### src/rtl/temporizador_rtc_bcd.sv
// BCD countdown timer for the RTC controller: loads hh:mm:ss directly or as its
// complement against the field limits, then counts down once per tick_seg.

module temporizador_bcd_campo #(
  parameter int MAX = 59
) (
  input  logic [7:0] bcd_in,
  input  logic [6:0] bin_cnt,
  output logic [6:0] bin_out,
  output logic [7:0] bcd_out
);
  localparam logic [6:0] LIM = 7'(MAX);

  logic [3:0] dec_sat, uni_sat;
  logic [6:0] raw;

  // Out-of-range nibbles saturate to 9 before the field is clamped to its limit.
  always_comb begin
    dec_sat = (bcd_in[7:4] > 4'd9) ? 4'd9 : bcd_in[7:4];
    uni_sat = (bcd_in[3:0] > 4'd9) ? 4'd9 : bcd_in[3:0];
    raw     = {3'b000, dec_sat} * 7'd10 + {3'b000, uni_sat};
    bin_out = (raw > LIM) ? LIM : raw;
  end

  assign bcd_out = {4'(bin_cnt / 7'd10), 4'(bin_cnt % 7'd10)};
endmodule

module temporizador_rtc_bcd #(
  parameter int HORA_MAX = 23,
  parameter int MIN_MAX  = 59
) (
  input  logic       clk,
  input  logic       reset,
  input  logic       tick_seg,
  input  logic       cargar,
  input  logic       modo_resta,
  input  logic       habilitar,
  input  logic [7:0] hora_in,
  input  logic [7:0] minuto_in,
  input  logic [7:0] segundo_in,
  output logic [7:0] hora_out,
  output logic [7:0] minuto_out,
  output logic [7:0] segundo_out,
  output logic       activo,
  output logic       fin
);
  localparam logic [1:0] REPOSO = 2'd0;
  localparam logic [1:0] CARGA  = 2'd1;
  localparam logic [1:0] CUENTA = 2'd2;
  localparam logic [1:0] FIN    = 2'd3;
  localparam logic [6:0] S_MAX  = 7'(MIN_MAX);

  // Field index: 2 = hours, 1 = minutes, 0 = seconds.
  logic [2:0][7:0] bcd_in, bcd_out;
  logic [2:0][6:0] conv, lat, carga_val, cnt, cnt_dec;
  logic            lat_modo;
  logic [1:0]      estado, estado_nxt;
  logic            tick_ok;

  assign bcd_in = {hora_in, minuto_in, segundo_in};

  generate
    for (genvar i = 0; i < 3; i++) begin : g_campo
      localparam int         CAMPO_MAX = (i == 2) ? HORA_MAX : MIN_MAX;
      localparam logic [6:0] LIM       = 7'(CAMPO_MAX);

      temporizador_bcd_campo #(.MAX(CAMPO_MAX)) u_campo (
        .bcd_in  (bcd_in[i]),
        .bin_cnt (cnt[i]),
        .bin_out (conv[i]),
        .bcd_out (bcd_out[i])
      );

      // lat[i] is already clamped, so the complement cannot go negative.
      assign carga_val[i] = lat_modo ? (LIM - lat[i]) : lat[i];
    end
  endgenerate

  assign hora_out    = bcd_out[2];
  assign minuto_out  = bcd_out[1];
  assign segundo_out = bcd_out[0];

  assign tick_ok = tick_seg & habilitar & (estado == CUENTA);

  // Borrow chain; never reached with an all-zero count since that state is FIN.
  always_comb begin
    cnt_dec = cnt;
    if (cnt[0] != 7'd0) begin
      cnt_dec[0] = cnt[0] - 7'd1;
    end else begin
      cnt_dec[0] = S_MAX;
      if (cnt[1] != 7'd0) begin
        cnt_dec[1] = cnt[1] - 7'd1;
      end else begin
        cnt_dec[1] = S_MAX;
        cnt_dec[2] = cnt[2] - 7'd1;
      end
    end
  end

  always_comb begin
    estado_nxt = estado;
    if (cargar) begin
      estado_nxt = CARGA;
    end else begin
      case (estado)
        CARGA:   estado_nxt = (carga_val == '0) ? FIN : CUENTA;
        CUENTA:  if (tick_ok && cnt_dec == '0) estado_nxt = FIN;
        FIN:     estado_nxt = REPOSO;
        default: estado_nxt = estado;
      endcase
    end
  end

  always_ff @(posedge clk) begin
    if (reset) begin
      estado   <= REPOSO;
      cnt      <= '0;
      lat      <= '0;
      lat_modo <= 1'b0;
      activo   <= 1'b0;
      fin      <= 1'b0;
    end else begin
      estado <= estado_nxt;
      activo <= (estado_nxt == CUENTA);
      fin    <= (estado_nxt == FIN);
      if (cargar) begin
        lat      <= conv;
        lat_modo <= modo_resta;
      end else if (estado == CARGA) begin
        cnt <= carga_val;
      end else if (tick_ok) begin
        cnt <= cnt_dec;
      end
    end
  end
endmodule

### config.mk
export PLATFORM = sky130hd
export DESIGN_NAME = temporizador_rtc_bcd
export DESIGN_NICKNAME = d
export VERILOG_FILES = /design/src/rtl/temporizador_rtc_bcd.sv
export SDC_FILE = /design/constraint.sdc
export NUM_CORES = 1
export LEC_CHECK = 0
export CAP_MARGIN = 20
export CORE_MARGIN = 3
export CORE_UTILIZATION = 58
export CTS_CLUSTER_SIZE = 20
export DETAILED_ROUTE_END_ITERATION = 8
export PLACE_DENSITY = 0.82
export SKIP_LAST_GASP = 1
export SLEW_MARGIN = 20
export SYNTH_ARGS = -nofsm -noshare
export SYNTH_HDL_FRONTEND = slang
export SYNTH_SLANG_ARGS = --single-unit
### constraint.sdc
create_clock -name clk -period 5 [get_ports clk]
set_clock_uncertainty 0.05 [all_clocks]
set_input_delay 1 -clock clk [delete_from_list [all_inputs] [get_ports clk]]
set_output_delay 1 -clock clk [all_outputs]
set_load 0.005 [all_outputs]
==> results.md <==
- In the routed layout, each cell is associated on average with a via count of 6.38.
- The internal power of the cells totals 0.781 mW.
- By instance count, the cell type seen most on the critical path is sky130_fd_sc_hd__o21ai_0.
- The final route contains ~5300 vias.
- The largest delay contributor family on the critical path is compound AO/OA/AOI/OAI gates.
- The min-delay analysis places its worst path in the category flop to flop.
- After layout, the design draws a total of 1.27 mW.
- The clock root buffer master is sky130_fd_sc_hd__clkbuf_8.
- The worst path needs 4680 ps of the cycle, external delays included.
- The clock-pin slew reported for the worst setup and hold paths after clock tree synthesis is 100 ps.
- The combinational family with the most area after synthesis is compound AO/OA/AOI/OAI gates.
- The reg-to-reg critical path startpoint is cnt[1]$_SDFFE_PP0P_.
- The number of warnings issued by yosys is 0.
- Before antenna repair, the detailed router went through 5 iterations.
- Of all nets on the critical path, the largest fanout is 9.
- The count of cells in the finished layout, fillers not included, comes to 829.
- Setup repair after global routing could not meet its margin everywhere.
- The count of standard-cell rows is 33.
- The first global-routing pass estimated 22.2 mm of wire.
- The period utilization is 0.937.
- The top flip-flop cell by instance count after synthesis is sky130_fd_sc_hd__dfxtp_1.
- The number of maximum-capacitance constraint violations is 0.
- The maximum number of pins on one net before global-route repair is 43.
- The arrival time of the worst setup path is roughly 3600 ps.
- The multiplexer share of the synthesized area is 0.0174.
- The register share of total power is 0.348.
- Ranked by total cell area, the synthesized netlist is headed by sky130_fd_sc_hd__dfxtp_1 (18%), sky130_fd_sc_hd__ha_1 (8.9%), sky130_fd_sc_hd__o21ai_0 (4.6%).
- The largest stage delay on the critical path is 520 ps.
- The number of buffers created by CTS is 5.
- A synthesized cell averages 7.29 um2.
- TritonCTS built the clock tree.
- The count of antenna-violating nets left after detailed routing is 0.
- Traced cell by cell, the critical path runs through or4b_1, o22ai_1, a21o_1, xor2_1, ha_1, nor2b_1, inv_1, o221ai_1, o21ai_0, o221a_2, o21ai_0, clkdlybuf4s50_1.
- The number of antenna violations at the first check in global routing is 0.
- The actual transition at the worst max-transition pin is approximately 900 ps.
- The distinct cell type count of the synthesized netlist is 75.
- The cell area reported after detailed placement is around 0.0057 mm2.
- The area of the placeable core is 0.00846 mm2.
- The number of cells on the worst hold path is 1.
- The largest individual stage delay along the critical path comes from the cell sky130_fd_sc_hd__clkdlybuf4s50_1.
- The net switching power figure is 0.492 mW.
- Of the total synthesized cell area, the portion taken by AND, OR, NAND and NOR gates is 0.263.
- The post-detailed-placement half-perimeter wirelength is 10.0 mm.
- The fraction of final layout cells sized beyond drive strength 1 is 0.0525.
- Headroom to the max-slew limit came out at 0.384.
- The worst supply voltage drop on vdd is 0.000127 V.
- The number of buffers and inverters on the critical path is 2.
- The startpoint identified for the worst hold timing path is lat[13]$_SDFFE_PP0P_.
- The total routing resource utilization after global routing is 0.260.
- After global routing the overflow that remains totals 0.
- Of the total power, the share spent switching nets is 0.387.
- The hold violation count in the final report is 0.
- The clock passes through at most 2 buffers.
- The post-synthesis compound-gate area fraction is 0.273.
- The most common cell after layout, fill and taps aside is sky130_fd_sc_hd__nor2_1.
- The number of max-slew violations in the final report is 0.
- The net count of the finished layout is 796.
- The number of antenna repair diodes is 0.
- Setup violations remaining at the end of the flow were counted as 0.
- The cell area that synthesis handed to floorplanning was 0.00518 mm2.
- The data required time at the worst endpoint is 3950 ps.
- The die extent in x is around 100 um.
- The worst-case register-to-register setup slack is 2020 ps.
- From synthesis to final layout, the design area changed by 11.9%.
- The area of all placed cells without fillers is 0.00580 mm2.
- The layout has 708 filler cells.
- Of the total synthesized cell area, the portion taken by XOR and XNOR cells is 0.0693.
- The via count of the first global-routing pass is 4870.
- The multi-input combinational cells in the finished layout cover a total of 0.00383 mm2.
- The synthesized design contains 0 enable-type register cells.
- Counting flops with an async set or reset pin after synthesis yields a share of 0.
- The adder-cell share of the synthesized area is 0.114.
- The top cell type's share of synthesized area is 0.182.
- Leaving out fill and tap cells, the most frequent cells in the layout are sky130_fd_sc_hd__nor2_1 (60), sky130_fd_sc_hd__clkdlybuf4s50_1 (55), sky130_fd_sc_hd__nand2_1 (51), sky130_fd_sc_hd__o21ai_0 (48), sky130_fd_sc_hd__inv_1 (44).
- The chip height is 101 um.
- The cell type contributing the most total cell area after synthesis is sky130_fd_sc_hd__dfxtp_1.
- The final routed DRC violation total is 0.
- For hold timing, the worst endpoint is lat[13]$_SDFFE_PP0P_.
- In this run the power density over the cells is between 200 and 250 mW/mm2.
- The storage element area is 947 um2.
- The sum of negative setup slack is 0 ps.
- Measured on the finished design, the core utilization comes to 0.685.
- The endpoint kind of the worst setup timing path is an output pin.
- Counting every instance in the synthesized netlist gives 711.
- Synthesis produced a netlist with a net count of 784.
- The floorplan die area is between 0.01 and 0.015 mm2.
- The count of buffers added on input and output ports is 55.
- The I/O pin count is 56.
- In this run the critical register-to-register path is captured at activo$_SDFF_PP0_.
- The relative contribution of the clock network to total power is 0.195.
- CTS built an H-tree with a depth of 2.
- For this run, the top clock speed supported by timing is between 200 and 250 MHz.
- The clock latency of the later-clocked register in the worst-skew pair is ~310 ps.
- At the placement stage, the worst setup path has a slack of 403 ps.
- The aggregate routed wire length is 13.2 mm.
- The starting DRC count in detailed routing is 491.
- Across all setup checks in the final design, the least slack found is 317 ps.
- The number of cells on the worst reg-to-reg path is 8.
- The launching element type of the critical path is a flop.
- The critical path is of the flop to output pin type.
- The congestion estimate from routability-driven global placement came to ~0.95.
- Summed over all cells, the static leakage comes to 2.32 nW.
- The routed wire length per instance is 15.9 um.
- The synthesized design contains 47 register bits.
- The final-layout worst hold slack is 437 ps.
- The total number of clock tree sinks is 47.
- After clock tree synthesis, the flow added hold-fix buffers numbering 0.
- The portion of the post-synthesis area used by sequential elements is 0.182.
- The starting density of the core is 0.612.
- Counting tap cells, the placed design contains a total of 821 instances.
- The flow ran to the end, and the final reports show no timing, DRC or antenna violations.
- The fraction of power consumed by combinational cells is 0.456.
## final cells by class
type	instances	area share
clock buffers	6	0.0142
multi-input cells	559	0.660
flip-flops and latches	47	0.163
inverters	45	0.0291
well taps	105	0.0227
clock inverters	2	0.00281
repair buffers	65	0.108
## power groups by stage
stage	Combinational [mW]	Clock (mW)	Sequential, mW
final	0.581	0.249	0.443
after global routing	0.645	0.265	0.448
after CTS	0.574	0.249	0.441
after detailed placement	0.570	0	0.450
after global placement	0.554	0	0.448
after floorplan	0.429	0	0.423
## logic make-up after synthesis
kind of cell | count (synthesis)
and+or+nand+nor | 254
AOI/OAI and AO/OA | 211
buffers and inverters | 105
DFF | 47
adders and majority gates | 44
xor gates and xnor gates | 41
muxes | 9
## routing by layer
metal	GRT usage	up-vias	wire length [um]
li1	-	2583	-
met1	0.342	2428	5640
met2	0.454	253	6520
met3	0.0270	28	831
met4	0.0694	0	217
met5	0	-	0
## cells in the mapped netlist (all sizes together), types with 3 or more instances
cell type,n
nor2,60
nand2,51
o21ai,48
dfxtp,47
inv,44
a21oi,43
clkbuf,40
ha,37
nor2b,26
xnor2,25
nor3,23
a211oi,21
buf,20
xor2,16
nand3,13
a31oi,10
nand2b,10
a311oi,9
and2,9
mux2i,9
o211ai,9
or3,9
a22oi,8
a21o,7
a221oi,7
nand4,7
nor4,7
o21bai,7
and3,6
fa,6
nor4b,6
o22ai,5
a32o,4
o221ai,4
or2,4
or3b,4
or4b,4
a211o,3
a21boi,3
a22o,3
a2bb2oi,3
or4,3
## registers in the layout (all words and copies together) (netlist names)
register / cells
estado: 2
cnt: 21
lat: 21
lat_modo: 1
fin: 1
activo: 1
## what timing repair did
item / 4_1_cts / 5_1_grt
setup endpoints to repair: 0 / 7
setup buffers: 0 / 0
hold endpoints to repair: 0 / 0
gates resized for setup: 0 / 7
## worst max-delay path by stage
stage / slack, ps / end / start / cells past startpoint
global route: -40 / segundo_out[2] / cnt[5]$_SDFFE_PP0P_ / 12
CTS: 70 / segundo_out[2] / cnt[5]$_SDFFE_PP0P_ / 12
detailed placement: 400 / segundo_out[2] / cnt[5]$_SDFFE_PP0P_ / 12
global placement: 630 / segundo_out[2] / cnt[6]$_SDFFE_PP0P_ / 12
finish: 320 / minuto_out[3] / cnt[9]$_SDFFE_PP0P_ / 12
floorplan: 1170 / minuto_out[3] / cnt[12]$_SDFFE_PP0P_ / 13
Note: power is estimated with default switching activity, not from simulation.
